`config.mk`:
```
export PLATFORM = sky130hd
export DESIGN_NAME = wishbone_arbiter_2m
export DESIGN_NICKNAME = d
export VERILOG_FILES = /design/src/rtl/wishbone_arbiter_2m.sv
export SDC_FILE = /design/constraint.sdc
export NUM_CORES = 1
export LEC_CHECK = 0
export CAP_MARGIN = 20
export CORE_AREA = 2 2 50 98
export CTS_CLUSTER_SIZE = 20
export DETAILED_ROUTE_END_ITERATION = 16
export DIE_AREA = 0 0 52 100
export HOLD_SLACK_MARGIN = 0.05
export PLACE_DENSITY = 0.7
export SETUP_SLACK_MARGIN = 0.05
export SYNTH_ARGS = -nofsm -noshare
export SYNTH_HDL_FRONTEND = slang
export SYNTH_SLANG_ARGS = --single-unit
export TNS_END_PERCENT = 1
```
`constraint.sdc`:
```
create_clock -name clk_i -period 2.9 [get_ports clk_i]
set_input_delay 0.87 -clock clk_i [delete_from_list [all_inputs] [get_ports clk_i]]
set_output_delay 0.87 -clock clk_i [all_outputs]
set_load 0.02 [all_outputs]
```
`src/rtl/wishbone_arbiter_2m.sv`:
```
// rtl/wishbone_arbiter_2m.sv - two-master round-robin Wishbone arbiter with per-grant stall watchdog
module wishbone_arbiter_2m #(
   parameter int ADR_W   = 12,
   parameter int DAT_W   = 8,
   parameter int TIMEOUT = 16
) (
   input  logic             clk_i,
   input  logic             rst_i,
   input  logic             m0_cyc_i,
   input  logic             m0_stb_i,
   input  logic             m0_we_i,
   input  logic [ADR_W-1:0] m0_adr_i,
   input  logic [DAT_W-1:0] m0_dat_i,
   output logic [DAT_W-1:0] m0_dat_o,
   output logic             m0_ack_o,
   output logic             m0_err_o,
   input  logic             m1_cyc_i,
   input  logic             m1_stb_i,
   input  logic             m1_we_i,
   input  logic [ADR_W-1:0] m1_adr_i,
   input  logic [DAT_W-1:0] m1_dat_i,
   output logic [DAT_W-1:0] m1_dat_o,
   output logic             m1_ack_o,
   output logic             m1_err_o,
   output logic             s_cyc_o,
   output logic             s_stb_o,
   output logic             s_we_o,
   output logic [ADR_W-1:0] s_adr_o,
   output logic [DAT_W-1:0] s_dat_o,
   input  logic [DAT_W-1:0] s_dat_i,
   input  logic             s_ack_i,
   output logic [1:0]       gnt_o
);

   typedef enum logic [1:0] {
      IDLE = 2'd0,
      OWN0 = 2'd1,
      OWN1 = 2'd2
   } state_t;

   state_t     state, state_nxt;
   logic       last, last_nxt;
   logic [7:0] wd;
   logic       m0_err_q, m1_err_q;
   logic       owner_stb;

   // Next-state: round-robin on contention from IDLE, direct handover when the owner releases cyc
   always_comb begin
      state_nxt = state;
      last_nxt  = last;
      case (state)
         IDLE: begin
            if (m0_cyc_i && m1_cyc_i) state_nxt = last ? OWN0 : OWN1;
            else if (m0_cyc_i)        state_nxt = OWN0;
            else if (m1_cyc_i)        state_nxt = OWN1;
         end
         OWN0: if (!m0_cyc_i) state_nxt = m1_cyc_i ? OWN1 : IDLE;
         OWN1: if (!m1_cyc_i) state_nxt = m0_cyc_i ? OWN0 : IDLE;
         default: state_nxt = IDLE;
      endcase
      if (state_nxt != state) begin
         if (state_nxt == OWN0)      last_nxt = 1'b0;
         else if (state_nxt == OWN1) last_nxt = 1'b1;
      end
   end

   // Slave-side mux and master-side gating, all driven from the registered grant
   always_comb begin
      s_cyc_o   = 1'b0;
      s_stb_o   = 1'b0;
      s_we_o    = 1'b0;
      s_adr_o   = '0;
      s_dat_o   = '0;
      m0_dat_o  = '0;
      m1_dat_o  = '0;
      m0_ack_o  = 1'b0;
      m1_ack_o  = 1'b0;
      owner_stb = 1'b0;
      case (state)
         OWN0: begin
            s_cyc_o   = m0_cyc_i;
            s_stb_o   = m0_stb_i;
            s_we_o    = m0_we_i;
            s_adr_o   = m0_adr_i;
            s_dat_o   = m0_dat_i;
            m0_dat_o  = s_dat_i;
            m0_ack_o  = s_ack_i;
            owner_stb = m0_stb_i;
         end
         OWN1: begin
            s_cyc_o   = m1_cyc_i;
            s_stb_o   = m1_stb_i;
            s_we_o    = m1_we_i;
            s_adr_o   = m1_adr_i;
            s_dat_o   = m1_dat_i;
            m1_dat_o  = s_dat_i;
            m1_ack_o  = s_ack_i;
            owner_stb = m1_stb_i;
         end
         default: ;
      endcase
   end

   // State, priority pointer and watchdog; a grant change or ack always beats a pending timeout
   always_ff @(posedge clk_i) begin
      if (rst_i) begin
         state    <= IDLE;
         last     <= 1'b1;
         wd       <= 8'd0;
         m0_err_q <= 1'b0;
         m1_err_q <= 1'b0;
      end else begin
         state    <= state_nxt;
         last     <= last_nxt;
         m0_err_q <= 1'b0;
         m1_err_q <= 1'b0;
         if (state_nxt != state || s_ack_i || !owner_stb) begin
            wd <= 8'd0;
         end else if (wd == 8'(TIMEOUT - 1)) begin
            wd <= 8'd0;
            if (state == OWN0) m0_err_q <= 1'b1;
            if (state == OWN1) m1_err_q <= 1'b1;
         end else begin
            wd <= wd + 8'd1;
         end
      end
   end

   assign m0_err_o = m0_err_q;
   assign m1_err_o = m1_err_q;
   assign gnt_o    = {state == OWN1, state == OWN0};

endmodule

```
==> summary.md, run 1 <==
| Metric | Value |
|---|---|
| Outcome | `complete, no violations` |
| Layout cells sized above 1 | `0.114` |
| Cells after Synth | `166` |
| Nets | `338` |
| Crit Reg-Reg Endpoint | `wd[3]$_SDFF_PP0_` |
| WL per Instance | `12.4 µm` |
| Post-synthesis register bit count | `13` |
| First-pass GRT wire length | `6860 µm` |
| # diodes | `0` |
| Final worst-path cycle share | `0.979` |
| Worst skew pair latency | `0.24 ns` |
| Pwr Total | `0.862 mW` |
| Min Tclk post-route | `2.84 ns` |
| Buf/Inv on CP | `2` |
| Max Cap Violations | `0` |
| H-tree depth | `1` |
| Synthesized area per cell | `7.71 µm²` |
| Slew HR | `0.819` |
| Vias | `1611` |
| Syn_nets | `230` |
| Reg2reg path depth | `10` |
| Cell count of the worst hold path | `1` |
| Met1 Usage GRT | `0.179` |
| Die height | `100 µm` |
| Worst-margin pin slew | `0.269 ns` |
| Worst Hold End | `wd[0]$_SDFF_PP0_` |
| Filler cells | `434` |
| Mapped Area | `0.00128 mm²` |
| Synth async-reset ratio | `0` |
| Setup crit end kind | `primary output` |
| Remaining DRCs | `0` |
| Setup WS pre-CTS | `-0.242 ns` |
| Final RePlAce weighted congestion | `0.936` |
| Pins Over Slew Limit | `0` |
| Num CTS Buffers | `3` |
| Final hold violations | `0` |
| Vias in the first global route | `1675` |
| Flop2flop setup slack | `0.58 ns` |
| Cell Pwr Density | `354 mW/mm²` |
| Setup Viol. Count Final | `0` |
| # IOs | `102` |
| Area leader, netlist | `dfxtp_1` |
| Syn-to-layout area delta | `90.3%` |
| DIE WIDTH | `52 µm` |
| Top cells by area in the synthesized netlist | `dfxtp_1 (20%), a22oi_1 (12%), nor2b_1 (11%)` |
| Grt ovf | `0` |
| CP delay by family, top | `buffers and inverters` |
| Maximum clock frequency | `352 MHz` |
| Area of the core | `0.00451 mm²` |
| Buffers on Ports | `101` |
| Post-synth top area share | `0.203` |
| FF+latch area | `262 µm²` |
| Initial antenna violation count | `0` |
| Starting density of the core | `0.284` |
| # rows | `35` |
| Final WS setup | `0.0623 ns` |
| Count leader, synth | `nor2b_1` |
| Yosys warning count | `0` |
| GRT Total Usage | `0.163` |
| Die ar. | `0.00520 mm²` |
| DRT antenna net count | `0` |
| Post-synth top flop | `dfxtp_1` |
| GR peak layer | `met2` |
| Post-CTS Hold Fix Bufs | `0` |
| Class of the worst hold path | `flip-flop to flip-flop` |
| Seq/Total Area, Yosys | `0.203` |
| Max incr delay on CP | `0.43 ns` |
| Multi-input combinational cell area | `936 µm²` |
| CP arrival | `1.97 ns` |
| Clock Sinks | `13` |
| Final Skew | `0.00251 ns` |
| Worst Path Max Fanout | `2` |
| Hpwl dp | `3410 µm` |
| Via density | `4.91` |
| FF-to-FF Start | `state[1]$_SDFF_PP0_` |
| Clk slew on worst S/H paths | `0.06 ns` |
| Met2 Resource Use GR | `0.285` |
| CP Class | `primary input to primary output` |
| Cell Chain, Critical Path | `clkdlybuf4s50_1 -> a22o_1 -> and2_1 -> clkdlybuf4s15_2` |
| Root buffer cell | `clkbuf_8` |
| Required time of the critical path | `2.03 ns` |
| Post-synth EDFFs | `0` |
| RSZ-0062 raised after global routing | `yes` |
| LEAKAGE | `1.10 nW` |
| Setup Buffers After CTS | `0` |
| Clock tree from TritonCTS | `built` |
| Met3 GRT Util | `0.0565` |
| Synth cell count leaders | `nor2b_1 (23), a22oi_1 (21), and2_1 (19)` |
| Largest net degree at the start of global routing | `31` |
| Max Root-Sink Buffers | `2` |
| Synth cell types | `40` |
| Initial DRC count | `16` |
| Maximum VDD drop | `0.232 mV` |
| First-pass iteration count of the detailed router | `4` |
| Routed WL | `4080 µm` |
| Critical-path top delay cell | `clkdlybuf4s50_1` |
| Nature of the critical path startpoint | `primary input` |
| Hold_sp | `wd[0]$_SDFF_PP0_` |
==> where the power goes <==
group / internal (mW) / leakage [nW] / total (mW) / switching [mW]
combinational: 0.266 / 0.975 / 0.507 / 0.240
clock: 0.0971 / 0.0228 / 0.162 / 0.0651
sequential: 0.186 / 0.106 / 0.193 / 0.00722
==> worst max-delay path by stage <==
| stage | startpoint | to | depth (start not counted) |
|---|---|---|---|
| floorplan | state[0]$_SDFF_PP0_ | s_dat_o[1] | 6 |
| global placement | m0_cyc_i | s_cyc_o | 4 |
| detailed placement | m0_cyc_i | s_cyc_o | 4 |
| CTS | m0_cyc_i | s_cyc_o | 4 |
| global route | m0_cyc_i | s_cyc_o | 4 |
| finish | m0_cyc_i | s_cyc_o | 4 |
==> placed cells by master, fill, tap and decap left out, drive strengths merged, types with 3 or more instances in the layout <==
master,n
dlygate4sd2,39
xor2,4
or3,3
nor2b,23
buf,13
dfxtp,13
nor2,17
nand3,7
and2,20
a22oi,21
ha,7
inv,7
clkdlybuf4s50,60
nand2,3
clkbuf,4
a21oi,4
==> timing repair <==
action | in CTS | in global routing
hold endpoints to repair | 0 | 0
resized for setup | 43 | 2
endpoints found under the setup margin | 41 | 14
==> sequential cells by signal (all words and copies together) (netlist names) <==
signal,count
wd,8
state,2
last,1
m0_err_o,1
m1_err_o,1
==> per-stage QoR <==
step           cells   util  cell area, µm²  TNS [ns]  hold WS [ns]
6_report         328  0.540            2440         0         0.446
5_1_grt          328  0.540            2440         0         0.469
4_1_cts          328  0.540            2430         0         0.450
2_1_floorplan    166      -            1280         0         0.423
3_3_place_gp     324  0.540            2440     -3.16         0.434
3_5_place_dp     324  0.540            2440     -3.58         0.440
==> routing by layer <==
layer	part of all wire	routed length [µm]	up-vias
met5	0	0	-
met2	0.50	2040	77
li1	-	-	795
met3	0.10	408	4
met1	0.39	1580	735
met4	0.011	45	0
==> layout make-up <==
type                    count  area share
repair buffers            114       0.451
multi-input cells         135       0.384
flip-flops and latches     13       0.107
well taps                  55      0.0282
clock buffers               4      0.0185
inverters                   7      0.0108
==> logic make-up after synthesis <==
family / Yosys count / share of synthesized area
buffers and inverters: 18 / 0.0655
AO/OA/AOI/OAI: 39 / 0.231
AND/OR/NAND/NOR: 81 / 0.371
multiplexers: 2 / 0.0195
adder cells (fa/ha/maj): 7 / 0.0684
XOR/XNOR: 6 / 0.0411
flip-flops: 13 / 0.203
(Power assumes the default switching activity.)
==> inputs of run 2 (changes only) <==
SKIP_CTS_REPAIR_TIMING = 1   (was not set)
==> run 2 against run 1 <==
Wire length up 0.91%; sequential cell count did not move; final cell count is the same; non-clock buffer count did not move; sequential share of layout area fell by 0.68 points; combinational power up 4.5%; largest power group unchanged; highest routed layer unchanged.
==> summary.md, run 2 (synthesized netlist as in run 1, its figures left out) <==
| Metric | Value |
|---|---|
| Remaining DRCs | `0 (unchanged)` |
| Setup WS pre-CTS | `-0.242 ns (unchanged)` |
| Cell count after placement | `324 (unchanged)` |
| Outcome | `complete, no violations` |
| Worst Path Max Fanout | `2 (unchanged)` |
| Worst skew pair latency | `0.24 ns (about the same)` |
| Setup Viol. Count Final | `0 (unchanged)` |
| Num CTS Buffers | `3 (unchanged)` |
| Maximum VDD drop | `0.233 mV (+0.67%)` |
| First-pass GRT wire length | `6890 µm (+0.41%)` |
| Hold WS | `0.446 ns (-0.0000140 ns)` |
| Vias | `1611 (unchanged)` |
| Multi-input combinational cell area | `938 µm² (+0.27%)` |
| Final hold violations | `0 (unchanged)` |
| FF-to-FF Start | `state[1]$_SDFF_PP0_` |
| Uppermost routed layer | `met4` |
| Final WS setup | `0.108 ns (+0.0457 ns)` |
| Area of the core | `0.00451 mm² (unchanged)` |
| # IOs | `102 (unchanged)` |
| RSZ-0062 raised after global routing | `no` |
| Filler cells | `402 (-7.4%)` |
| Root buffer cell | `clkbuf_8` |
| Die height | `100 µm (unchanged)` |
| Clock Sinks | `13 (unchanged)` |
| # diodes | `0 (unchanged)` |
| Setup crit end kind | `primary output` |
| Maximum clock frequency | `358 MHz (+1.6%)` |
| DR WL met3 | `389 µm (-4.7%)` |
| Grt ovf | `0 (unchanged)` |
| Routed WL | `4110 µm (+0.91%)` |
| Nets | `338 (unchanged)` |
| Commonest non-fill, non-tap cells in the layout | `clkdlybuf4s50_1 (60), dlymetal6s2s_1 (41), nor2b_1 (23)` |
| Min Tclk post-route | `2.79 ns (-0.0457 ns)` |
| DRT antenna net count | `0 (unchanged)` |
| Cell Pwr Density | `342 mW/mm² (-3.4%)` |
| Max incr delay on CP | `0.43 ns (about the same)` |
| Cell Chain, Critical Path | `clkdlybuf4s50_1 -> a22o_1 -> and2_1 -> dlymetal6s2s_1` |
| Met2 wire len | `2110 µm (+3.5%)` |
| Clk slew on worst S/H paths | `0.06 ns (about the same)` |
| First-pass iteration count of the detailed router | `4 (unchanged)` |
| Worst-margin pin slew | `0.276 ns (+0.00682 ns)` |
| Clock tree from TritonCTS | `built` |
| # rows | `35 (unchanged)` |
| Vias in the first global route | `1679 (+0.24%)` |
| H-tree depth | `1 (unchanged)` |
| FF+latch area | `260 µm² (-0.48%)` |
| Nature of the critical path startpoint | `primary input` |
| Commonest non-fill, non-tap cell in the layout | `clkdlybuf4s50_1` |
| Critical-path top delay cell | `clkdlybuf4s50_1` |
| LEAKAGE | `1.65 nW (+50%)` |
| Final worst-path cycle share | `0.963 (-0.0158)` |
| Layout cells sized above 1 | `0.110 (-0.00366)` |
| Starting density of the core | `0.284 (unchanged)` |
| DIE WIDTH | `52 µm (unchanged)` |
| Worst setup endpoint | `s_cyc_o` |
| Die ar. | `0.00520 mm² (unchanged)` |
| Final Skew | `0.00254 ns (+0.0000273 ns)` |
| Required time of the critical path | `2.03 ns (about the same)` |
| Slew HR | `0.815 (-0.00458)` |
| Biggest register | `wd` |
| WL per Instance | `12.5 µm (+0.91%)` |
| Initial DRC count | `13 (-3)` |
| Final Non-Filler Cells | `328 (unchanged)` |
| Pins Over Slew Limit | `0 (unchanged)` |
| Wire length on met1 | `1560 µm (-1.0%)` |
| Largest net degree at the start of global routing | `31 (unchanged)` |
| Max Cap Violations | `0 (unchanged)` |
| Syn-to-layout area delta | `102%` |
| Crit Reg-Reg Endpoint | `wd[3]$_SDFF_PP0_` |
| Class of the worst hold path | `flip-flop to flip-flop` |
| Final RePlAce weighted congestion | `0.936 (unchanged)` |
| GRT Total Usage | `0.164 (+0.000890)` |
| CP arrival | `1.92 ns (-0.05 ns)` |
| Max Root-Sink Buffers | `2 (unchanged)` |
| Crit path from | `m0_cyc_i` |
| CP Class | `primary input to primary output` |
| Initial antenna violation count | `0 (unchanged)` |
| Buffers on Ports | `101 (unchanged)` |
| Flop2flop setup slack | `0.57 ns (about the same)` |
| Reg2reg path depth | `10 (unchanged)` |
| Biggest registers after layout | `wd (8), state (2)` |
| Max FFs per register | `8 (unchanged)` |
| Pwr Total | `0.885 mW (+2.6%)` |
| Hpwl dp | `3410 µm (unchanged)` |
| Via density | `4.91 (unchanged)` |
## run 2: changes by cell type in the layout (fill, tap and decap cells not counted)
cell             previous run  this run
dlymetal6s2s_1              0        41
dlygate4sd2_1              39         0
clkdlybuf4s15_1             1         0
clkdlybuf4s15_2             1         0
dfxtp_1                    12        13
dfxtp_2                     1         0
ha_1                        7         6
ha_2                        0         1
## run 2: through the flow
stage / cell area [µm²] / setup TNS [ns] / utilization
2_1_floorplan: 1280 / 0 / -
3_3_place_gp: 2440 / -3.16 / 0.540
3_5_place_dp: 2440 / -3.58 / 0.540
4_1_cts: 2480 / -3.67 / 0.550
5_1_grt: 2590 / 0 / 0.574
6_report: 2590 / 0 / 0.574
## run 2: report_power, final
part | switching (mW) | total, mW | leakage, nW | internal, mW
logic | 0.241 | 0.530 | 1.53 | 0.288
clock network | 0.0651 | 0.162 | 0.0228 | 0.0971
registers | 0.00720 | 0.193 | 0.105 | 0.186
total | 0.313 | 0.885 | 1.65 | 0.571
## run 2: area by class of cell
cell class / count / area share
clock buffer: 4 / 0.0174
inverter: 7 / 0.0102
multi-input combinational: 135 / 0.363
sequential: 13 / 0.101
tap: 55 / 0.0266
timing repair buffer: 114 / 0.483
## run 2: critical path: cells and delay by family
kind,cells,cell delay (ns)
buffers and inverters,2,0.63
AOI/OAI and AO/OA,1,0.26
and+or+nand+nor,1,0.16
## run 2: how the worst min path moves through the flow
stage / endpoint / slack (ns) / start / depth (start not counted)
after CTS: wd[0]$_SDFF_PP0_ / 0.45 / wd[0]$_SDFF_PP0_ / 1
after floorplan: wd[0]$_SDFF_PP0_ / 0.42 / wd[0]$_SDFF_PP0_ / 1
after global placement: wd[0]$_SDFF_PP0_ / 0.43 / wd[0]$_SDFF_PP0_ / 1
after detailed placement: wd[0]$_SDFF_PP0_ / 0.44 / wd[0]$_SDFF_PP0_ / 1
after global routing: wd[0]$_SDFF_PP0_ / 0.47 / wd[0]$_SDFF_PP0_ / 1
final: wd[0]$_SDFF_PP0_ / 0.45 / wd[0]$_SDFF_PP0_ / 1
## run 2: routing by layer
layer / vias to the layer above / track usage
li1: 794 / -
met1: 734 / 0.179
met2: 79 / 0.285
met3: 4 / 0.0610
met4: 0 / 0.0506
met5: - / 0
==> inputs of run 3 (changes only) <==
CORE_AREA = 2 2 69 71   (was 2 2 50 98)
CTS_CLUSTER_SIZE = not set   (was 20)
DIE_AREA = 0 0 71 73   (was 0 0 52 100)
GPL_TIMING_DRIVEN = 0   (was not set)
==> run 3 against run 2 <==
The flow now finishes with violations (negative setup slack); combinational power is 6.4% lower; critical path depth is 3 higher; count of clock-buffer cells in the layout stayed put; sequential cell count stayed put; fmax is 8.2% lower; worst setup slack worse by 0.25 ns; final cell count is 0.91% lower; die area is 0.33% lower; critical path type is now flip-flop to primary output.
==> summary.md, run 3 (synthesized netlist as in run 1, its figures left out) <==
| Metric | Value |
|---|---|
| Area of the core | `0.00454 mm² (+0.55%)` |
| Root buffer cell | `clkbuf_8` |
| Outcome | `complete, but fails checks` |
| Seq pwr share | `0.231 (+0.013)` |
| Comb power frac | `0.576 (-0.023)` |
| Starting density of the core | `0.282 (-0.00157)` |
| RSZ-0062 raised after global routing | `yes` |
| Vias | `1549 (-3.8%)` |
| Die ar. | `0.00518 mm² (-0.33%)` |
| DIE WIDTH | `71 µm (+37%)` |
| Final hold violations | `0 (unchanged)` |
| Hpwl dp | `3210 µm (-6.0%)` |
| Initial DRC count | `31 (+18)` |
| Die height | `73 µm (-27%)` |
| DRT antenna net count | `0 (unchanged)` |
| Failing checks | `negative setup slack` |
| Pwr Total | `0.861 mW (-2.7%)` |
| Clock tree from TritonCTS | `built` |
| Num CTS Buffers | `3 (unchanged)` |
| Buffers on Ports | `101 (unchanged)` |
| Worst-margin pin slew | `0.296 ns (+0.0207 ns)` |
| Final WS setup | `-0.143 ns (-0.251 ns)` |
| Setup Viol. Count Final | `9 (+9)` |
| Required time of the critical path | `2.03 ns (about the same)` |
| # diodes | `0 (unchanged)` |
| Remaining DRCs | `0 (unchanged)` |
| CP Class | `flip-flop to primary output` |
| CP arrival | `2.17 ns (+0.25 ns)` |
| Slew HR | `0.801 (-0.0139)` |
| Commonest non-fill, non-tap cells in the layout | `clkdlybuf4s50_1 (67), dlymetal6s2s_1 (33), nor2b_1 (23)` |
| Grt ovf | `0 (unchanged)` |
| Final Skew | `0.000855 ns (-0.00168 ns)` |
| Routed WL | `4150 µm (+0.78%)` |
| H-tree depth | `1 (unchanged)` |
| Min Tclk post-route | `3.04 ns (+0.251 ns)` |
| LEAKAGE | `1.47 nW (-11%)` |
| Clk slew on worst S/H paths | `0.06 ns (about the same)` |
| Class of the worst hold path | `flip-flop to flip-flop` |
| First-pass GRT wire length | `6730 µm (-2.2%)` |
| Initial antenna violation count | `0 (unchanged)` |
| First-pass iteration count of the detailed router | `4 (unchanged)` |
| # rows | `25 (-29%)` |
| Setup crit end kind | `primary output` |
| P_sw | `0.316 mW (+0.89%)` |
| Pins Over Slew Limit | `0 (unchanged)` |
| Via density | `4.77 (-3.0%)` |
| Worst skew pair latency | `0.25 ns (about the same)` |
| Nets | `336 (-0.59%)` |
| Final Non-Filler Cells | `325 (-0.91%)` |
| Layout cells sized above 1 | `0.114 (+0.00450)` |
| Biggest register | `wd` |
| Layout Utilization | `0.551 (-0.0228)` |
| WL per Instance | `12.8 µm (+1.7%)` |
| Nature of the critical path startpoint | `flip-flop` |
| Internal power | `0.544 mW (-4.7%)` |
| # IOs | `102 (unchanged)` |
| Max FFs per register | `8 (unchanged)` |
| Sw Share | `0.367 (+0.0131)` |
| Maximum VDD drop | `0.198 mV (-15%)` |
| GRT Total Usage | `0.157 (-0.00706)` |
| Clk network pwr share | `0.193 (+0.010)` |
| Max Cap Violations | `0 (unchanged)` |
| Cell count after placement | `321 (-0.93%)` |
| Cell Pwr Density | `344 mW/mm² (+0.75%)` |
| Commonest non-fill, non-tap cell in the layout | `clkdlybuf4s50_1` |
| Biggest registers after layout | `wd (8), state (2)` |
| Final worst-path cycle share | `1.05 (+0.0865)` |
| Final RePlAce weighted congestion | `0.792 (-15%)` |
| Clock Sinks | `13 (unchanged)` |
| Syn-to-layout area delta | `95.2%` |
| Largest net degree at the start of global routing | `11 (-65%)` |
| Max Root-Sink Buffers | `2 (unchanged)` |
| Maximum clock frequency | `329 MHz (-8.2%)` |
| Vias in the first global route | `1512 (-9.9%)` |
| Hold WS | `0.453 ns (+0.00735 ns)` |
| Worst Path Max Fanout | `10 (+8)` |
run 3: cell types whose count changed in the layout (fill, tap and decap cells not counted), sizes merged:
cell / delta
buf: -10
clkdlybuf4s50: +7
dlymetal6s2s: -8
clkbuf: +9
run 3: per-stage QoR:
step           area (µm²)  setup TNS [ns]  setup slack, ns
3_5_place_dp         2360           -3.86           -0.409
4_1_cts              2400          -12.17           -0.429
2_1_floorplan        1280               0            0.367
5_1_grt              2500           -1.52           -0.252
3_3_place_gp         2360           -3.72           -0.421
6_report             2500          -0.717           -0.143
run 3: layer usage:
metal,track usage,share of wire
met1,0.187,0.42
met2,0.270,0.50
met3,0.0511,0.062
met4,0.0482,0.016
met5,0,0
run 3: power by group through the flow:
stage / registers, mW / logic, mW / clock network [mW]
after floorplan: 0.197 / 0.281 / 0
after global placement: 0.201 / 0.497 / 0
after detailed placement: 0.201 / 0.496 / 0
after CTS: 0.198 / 0.499 / 0.169
after global routing: 0.200 / 0.540 / 0.179
final: 0.199 / 0.496 / 0.166
run 3: worst paths after layout:
check | start | to | slack [ns] | cells past startpoint
worst max-delay path | state[0]$_SDFF_PP0_ | s_adr_o[2] | -0.14 | 7
worst min-delay path | wd[0]$_SDFF_PP0_ | wd[0]$_SDFF_PP0_ | 0.45 | 1
worst max register to register | state[0]$_SDFF_PP0_ | wd[2]$_SDFF_PP0_ | 0.65 | 10
worst min register to register | wd[0]$_SDFF_PP0_ | wd[0]$_SDFF_PP0_ | 0.45 | 1
run 3: layout make-up:
cell class | count | area, µm²
Fill cell | 411 | 2040
Multi-Input combinational cell | 135 | 941
Timing Repair Buffer | 101 | 1090
Sequential cell | 13 | 263
Buffer | 11 | 67.6
Inverter | 7 | 26.3
Tap cell | 54 | 67.6
Clock buffer | 4 | 45.0
run 3: worst max-delay path, stage by stage (launching register included):
cell             delay [ns]
dfxtp_2                0.37
inv_1                  0.15
ha_1                   0.20
buf_6                  0.14
clkbuf_2               0.23
a22oi_1                0.09
nor2b_1                0.13
clkdlybuf4s50_1        0.61
